--- src/rtl/ch3_wave_engine.sv ---
// Channel 3 (wave) playback engine: period counter, wave-RAM nibble fetch,
// 256-step length timer, volume shifter and NR52 channel-active flag.
module ch3_wave_engine #(
    parameter int FREQ_W = 11,
    parameter int POS_W  = 5,
    parameter int LEN_W  = 9
) (
    input  logic              cery_2mhz,
    input  logic              napu_reset,
    input  logic              dac_en,
    input  logic              len_wr,
    input  logic [7:0]        len_data,
    input  logic              len_tick,
    input  logic [1:0]        vol_code,
    input  logic [FREQ_W-1:0] freq,
    input  logic              len_en,
    input  logic              trigger,
    output logic              wave_rd,
    output logic [POS_W-2:0]  wave_addr,
    input  logic [7:0]        wave_data,
    output logic [FREQ_W-1:0] freq_cnt,
    output logic              ch3_active,
    output logic [3:0]        sample
);

    localparam logic [FREQ_W-1:0] FREQ_MAX = '1;
    localparam logic [LEN_W-1:0]  LEN_FULL = LEN_W'(256);

    logic [FREQ_W-1:0] r_freq_cnt;
    logic [POS_W-1:0]  r_pos;
    logic [LEN_W-1:0]  r_len;
    logic [3:0]        r_buf;
    logic              r_active;
    logic              r_wave_rd;
    logic [POS_W-2:0]  r_wave_addr;
    logic              r_fetch_lo;
    logic [3:0]        r_sample;

    logic              w_wrap;
    logic [POS_W-1:0]  w_pos_inc;
    logic [FREQ_W-1:0] w_freq_cnt_next;
    logic [POS_W-1:0]  w_pos_next;
    logic [LEN_W-1:0]  w_len_dec;
    logic [LEN_W-1:0]  w_len_next;
    logic              w_expire;
    logic              w_active_next;
    logic [3:0]        w_nibble;
    logic [3:0]        w_buf_next;
    logic [3:0]        w_scaled;

    assign w_len_dec = r_len - 1'b1;
    assign w_pos_inc = r_pos + 1'b1;

    always_comb begin
        w_wrap          = r_active && (r_freq_cnt == FREQ_MAX) && !trigger;
        w_freq_cnt_next = r_freq_cnt;
        w_pos_next      = r_pos;
        if (trigger) begin
            w_freq_cnt_next = freq;
            w_pos_next      = '0;
        end else if (r_active) begin
            w_freq_cnt_next = (r_freq_cnt == FREQ_MAX) ? freq : r_freq_cnt + 1'b1;
            if (w_wrap) begin
                w_pos_next = w_pos_inc;
            end
        end
    end

    // Length priority: register write, then trigger reload, then tick decrement.
    always_comb begin
        w_len_next = r_len;
        w_expire   = 1'b0;
        if (len_wr) begin
            w_len_next = LEN_FULL - LEN_W'(len_data);
        end else if (trigger) begin
            if (r_len == '0) begin
                w_len_next = LEN_FULL;
            end
        end else if (len_tick && len_en && (r_len != '0)) begin
            w_len_next = w_len_dec;
            w_expire   = (w_len_dec == '0);
        end
    end

    always_comb begin
        w_active_next = r_active;
        if (!dac_en) begin
            w_active_next = 1'b0;
        end else if (trigger) begin
            w_active_next = 1'b1;
        end else if (w_expire) begin
            w_active_next = 1'b0;
        end
    end

    // wave_data is presented while wave_rd is high; a trigger drops that fetch.
    always_comb begin
        w_nibble   = r_fetch_lo ? wave_data[3:0] : wave_data[7:4];
        w_buf_next = (r_wave_rd && !trigger) ? w_nibble : r_buf;
        case (vol_code)
            2'd0:    w_scaled = 4'd0;
            2'd1:    w_scaled = w_buf_next;
            2'd2:    w_scaled = w_buf_next >> 1;
            default: w_scaled = w_buf_next >> 2;
        endcase
    end

    always_ff @(posedge cery_2mhz) begin
        if (!napu_reset) begin
            r_freq_cnt  <= '0;
            r_pos       <= '0;
            r_len       <= '0;
            r_buf       <= '0;
            r_active    <= 1'b0;
            r_wave_rd   <= 1'b0;
            r_wave_addr <= '0;
            r_fetch_lo  <= 1'b0;
            r_sample    <= '0;
        end else begin
            r_freq_cnt <= w_freq_cnt_next;
            r_pos      <= w_pos_next;
            r_len      <= w_len_next;
            r_buf      <= w_buf_next;
            r_active   <= w_active_next;
            r_wave_rd  <= w_wrap;
            if (w_wrap) begin
                r_wave_addr <= w_pos_inc[POS_W-1:1];
                r_fetch_lo  <= w_pos_inc[0];
            end
            r_sample <= w_active_next ? w_scaled : 4'd0;
        end
    end

    assign wave_rd    = r_wave_rd;
    assign wave_addr  = r_wave_addr;
    assign freq_cnt   = r_freq_cnt;
    assign ch3_active = r_active;
    assign sample     = r_sample;

endmodule

--- config.mk ---
export PLATFORM = sky130hd
export DESIGN_NAME = ch3_wave_engine
export DESIGN_NICKNAME = d
export VERILOG_FILES = /design/src/rtl/ch3_wave_engine.sv
export SDC_FILE = /design/constraint.sdc
export NUM_CORES = 1
export LEC_CHECK = 0
export BUFFER_PORTS_ARGS = -buffer_cell sky130_fd_sc_hd__buf_2
export CAP_MARGIN = 30
export CORE_MARGIN = 2
export CORE_UTILIZATION = 50
export CTS_BUF_LIST = sky130_fd_sc_hd__clkbuf_4
export DETAILED_ROUTE_END_ITERATION = 12
export HOLD_SLACK_MARGIN = 0.1
export PLACE_DENSITY_LB_ADDON = 0.15
export SYNTH_ARGS = -nofsm -noshare
export SYNTH_HDL_FRONTEND = slang
export SYNTH_SLANG_ARGS = --single-unit
--- constraint.sdc ---
create_clock -name cery_2mhz -period 1.8 [get_ports cery_2mhz]
set_input_delay 0 -clock cery_2mhz [delete_from_list [all_inputs] [get_ports cery_2mhz]]
set_output_delay 0 -clock cery_2mhz [all_outputs]
set_load 0.02 [all_outputs]
# Yosys cells after proc, flatten, opt, wreduce, memory -nomap -nowiden
# Index checks and enable logic that the tools add are counted.
[word_totals] ff_bits=40 input_bits=36
[op_classes] addsub=4 n_eq_ne=4 mux=16 bitwise=1 n_reduce_logical=16
[op_table] cell="2-to-1 mux 9 bit" n=4
[op_table] cell="2-to-1 mux 11 bit" n=3
[op_table] cell="logical NOT 9 bit" n=2
[op_table] cell="one-hot mux 4 bit (3 select lines)" n=1
[op_table] cell="adder 11 x 1 -> 11 bit (second input constant)" n=1
[op_table] cell="equality test 11 bit (second input constant)" n=1
[op_table] cell="nonzero test 9 bit" n=1
[op_table] cell="subtractor 9 x 1 -> 9 bit (second input constant)" n=1
[op_table] cell="subtractor 9 x 8 -> 9 bit (first input constant)" n=1
[op_table] cell="2-to-1 mux 4 bit" n=2
[op_table] cell="2-to-1 mux 1 bit" n=6
[op_table] cell="AND reduction 2 bit" n=3
[op_table] cell="adder 5 x 1 -> 5 bit (second input constant)" n=1
[op_table] cell="logical AND 1 bit" n=5
[op_table] cell="inequality test 3 x 1 -> 1 bit (second input constant)" n=1
[op_table] cell="nonzero test 3 bit" n=1
[op_table] cell="equality test 2 x 1 -> 1 bit (second input constant)" n=1
[op_table] cell="equality test 2 bit (second input constant)" n=1
[op_table] cell="logical NOT 2 bit" n=1
[op_table] cell="nonzero test 2 bit" n=1
[op_table] cell="OR reduction 2 bit" n=1
[op_table] cell="logical NOT 1 bit" n=1
[op_table] cell="inverter 1 bit" n=1

# Longest topological paths before layout
[logic_depth] ltp_word=9 depth_mapped=7 depth_no_buf=7

# Worst setup path after synthesis
# No wires, ideal clock.
[synth_path] path_kind="reg-to-reg" from="register r_len[0]" to="register r_sample[3] (netlist: sample[3])" arrival_ps=1823 t_required_ps=1672 slack_ps=-150 stages_incl_launch_ff=8 n_path_buf=0 synth_period_minus_slack_ps=1950 path_cell_list="dfxtp_1 -> inv_1 -> ha_1 -> nor4b_4 -> and3_1 -> or3_1 -> nor3_2 -> nor4_1"
[synth_between] elab_chain_cells=9 word_cells_on_any_way=11
[synth_rtl] item="start, declared" line_no="31" text="logic [LEN_W-1:0] r_len;"
[synth_rtl] item="start signal, assigned" line_no="122" text="r_len <= w_len_next;"
[synth_rtl] item="subtractor 9 x 1 -> 9 bit / nonzero test 9 bit (equally long branches)" line_no="51, 79"
[synth_rtl] item="logical NOT 9 bit / logical AND 1 bit (equally long branches)" line_no="81, 79"
[synth_rtl] item="2-to-1 mux 1 bit *" line_no="79" text="end else if (len_tick && len_en && (r_len != '0)) begin"
[synth_rtl] item="2-to-1 mux 1 bit *" line_no="75" text="end else if (trigger) begin"
[synth_rtl] item="2-to-1 mux 1 bit *" line_no="73" text="if (len_wr) begin"
[synth_rtl] item="2-to-1 mux 1 bit *" line_no="91" text="end else if (w_expire) begin"
[synth_rtl] item="2-to-1 mux 1 bit *" line_no="89" text="end else if (trigger) begin"
[synth_rtl] item="2-to-1 mux 1 bit *" line_no="87" text="if (!dac_en) begin"
[synth_rtl] item="AND reduction 2 bit (no source line) *"
[synth_rtl] item="end signal, assigned" line_no="130" text="r_sample <= w_active_next ? w_scaled : 4'd0;"
[synth_rtl] item="end, declared" line_no="37" text="logic [3:0] r_sample;"
# Every way passes the cells marked *; elsewhere a longest branch is shown, timed or not.
# A chain may end at the register's enable or synchronous reset.

# Worst setup path after layout
[layout_path] from="register r_len[1]" to="register r_sample[3] (netlist: sample[3])"
# The elaborated chain is that of the path after synthesis.

==> impl_metrics.ini <==
[worst_setup_path]
path_class = reg2reg
crit_fanout = 5
cp_slowest_cell = or3_4
cpPeakStageDelay_ps = 380
crit_required_ps = 2040
cp_data_arrival_time_ps = 2130
end_kind = flop
start_kind = flop
cp_cell_sequence = inv_2 > ha_4 > nor4b_4 > a21oi_1 > or3_4 > nor3_4 > nor4_1

[floorplan]
core_um2 = 4692
num_io_pins = 57
initial_core_util_pct = 51.47
die_w_um = 73.50
die_y_um = 73.50
die_area_um2 = 5402
rows = 25

[clock_network]
cts_max_level = 2
clkTransAtPathRegs_ps = 120
numCtsBuffers = 5
cts_tree = done
root_buffer = clkbuf_4
clk_latency_ps = 350
clk_path_buf_depth = 2
clkSinkCount = 40

[timing]
finClkSkew_ps = 3.979
slew_headroom_pct = 70.47
finalSetupViolCount = 8
layout_setup_ws_ps = -83.30
finalCritPeriodShare_pct = 104.6
max_freq_mhz = 531.0
rsz0062_at_grt = yes
slew_violations = 0
finalSetupTns_ps = -417.1
fin_crit_ps = 1883
hold_slack_ps = 135.0
hold_viol = 0
worst_slew_pin_slew_ps = 439.7

[final_layout]
layout.filler_cells = 387
final_util_pct = 70.53
final_nets = 425
drive_above_1_share_pct = 34.11
final_area_um2 = 3309
num_antenna_cells = 0
syn_to_final_growth_pct = 37.05

[power]
p_leak_nw = 1.400
ir_worst_vdd_v = 0.0004669
p_per_area_nw_per_um2 = 680.3

[place]
postPlaceCellArea_um2 = 2927
place_congestion = 1.007
dp.final_hpwl_mm = 4.447
portBuffers = 56

[synth]
synth_edf_count = 0
netlist_instances = 284
synth_area_um2 = 2415
synth_area_leaders = dfxtp_1, xnor2_1, nor2_1, a21oi_1, nand2_1
ys_types = 65
yosys.area.top_type = dfxtp_1
yosysMostFrequentCell = dfxtp_1
yosysSeqAreaShare_pct = 33.16
synth_top_area_share_pct = 33.16
synth.net_count = 325
ys_ff_latch = 40
synth_commonest_cells = dfxtp_1, nor2_1, nand2_1, a21oi_1
async_flop_share_pct = 0
synth_area_per_cell_um2 = 8.503
yosys_warnings = 0
synthFlopType = dfxtp_1

[min_path]
hp-class = in2reg

[global_route]
gr-total-overflow = 0
antenna_found_initial = 0
grt_max_degree = 19
grt_pass1_wl_mm = 10.02
grtUsageTotal_pct = 23.54
grt_pass1_vias = 2238

[outcome]
status = finished, violations left
violations = setup timing

[detailed_routing]
firstDrtPassIters = 5
vias_per_cell = 5.763
drt.antenna.violating_nets = 0
wl_per_cell_um = 14.74
route.detailed.drc = 0
vias = 2524
drt_iter0_drc = 125
wirelength_mm = 6.454

[flow_run]
max-cap-violations = 0
layer usage:
metal | global-route usage (%) | routed length [µm]
met4 | 6.465 | 66
met3 | 4.664 | 535
met5 | 0 | 0
met1 | 31.74 | 2829
met2 | 38.19 | 3023
placed cells by master, fill, tap and decap left out, drive strengths merged, types with 3 or more instances in the layout:
cell and instances:
a211oi 4, a21boi 3, a21oi 17, a221oi 3, a31oi 6, and2 4
and3 3, and4 3, buf 87, clkbuf 5, dfxtp 40, dlygate4sd3 19
ha 5, inv 12, mux2 3, nand2 19, nand2b 7, nand3 10
nand4 5, nor2 24, nor2b 11, nor3 10, nor3b 5, nor4 5
nor4b 4, o211a 3, o21a 3, o21ai 9, o31ai 4, o32ai 3
or4 6, xnor2 12, xor2 4
state kept, by name (all words and copies together), names as in the netlist:
register,cells
r_len,9
sample,4
r_pos,5
r_fetch_lo,1
wave_addr,4
ch3_active,1
freq_cnt,11
r_buf,4
wave_rd,1
layout make-up:
type,instances,area [µm²],share of cell area [%]
multi-input cells,219,1580,47.75
flip-flops and latches,40,812.0,24.54
repair buffers,106,706.9,21.36
well taps,54,67.56,2.042
clock inverters,2,60.06,1.815
inverters,12,45.04,1.361
clock buffers,5,37.54,1.134
critical path, delay by kind of cell (launching register included):
kind                       cells  cell delay [ps]
AOI/OAI and AO/OA              1              170
DFF                            1              340
buffers and inverters          1               80
adders and majority gates      1              140
and+or+nand+nor                4             1030
report_power, final:
group	internal [mW]	leakage [nW]	switching, mW
Clock	0.425	0.0513	0.307
Sequential	0.923	0.329	0.0408
Combinational	0.269	1.02	0.287
Total	1.62	1.40	0.635
path summary, 6_finish.rpt:
| kind | start | end | slack [ps] | depth (start not counted) |
|---|---|---|---|---|
| worst max register to register | r_len[1] | sample[3] | -80 | 7 |
| worst min register to register | r_len[8] | r_len[8] | 480 | 2 |
| worst max-delay path | r_len[1] | sample[3] | -80 | 7 |
| worst min-delay path | wave_data[4] | r_buf[0] | 140 | 4 |
what timing repair did:
| item | 4_1_cts | 5_1_grt |
|---|---|---|
| setup buffers | 2 | 2 |
| endpoints found under the hold margin | 23 | 0 |
| setup endpoints to repair | 4 | 23 |
| pin swaps | 5 | 9 |
| hold buffers | 19 | 0 |
| gates resized for setup | 9 | 7 |
cells by family (layout without fill, tap and decap cells):
logic type,count (synthesis),count (layout),synth area share [%]
buffers and inverters,25,125,4.352
multiplexers,5,5,2.228
AO/OA/AOI/OAI,69,69,20.83
flip-flops,40,40,33.16
adder cells (fa/ha/maj),5,5,2.591
XOR/XNOR,16,16,5.803
AND/OR/NAND/NOR,124,124,31.04
per-stage QoR:
stage	power, mW	cells	setup WS (ps)
6_report	2.252	438	-83.30
5_1_grt	2.330	438	-143.8
4_1_cts	2.218	436	-8.481
3_5_place_dp	1.436	408	-10.67
3_3_place_gp	1.432	408	49.94
2_1_floorplan	1.253	284	2.464
(Power assumes the default switching activity.)
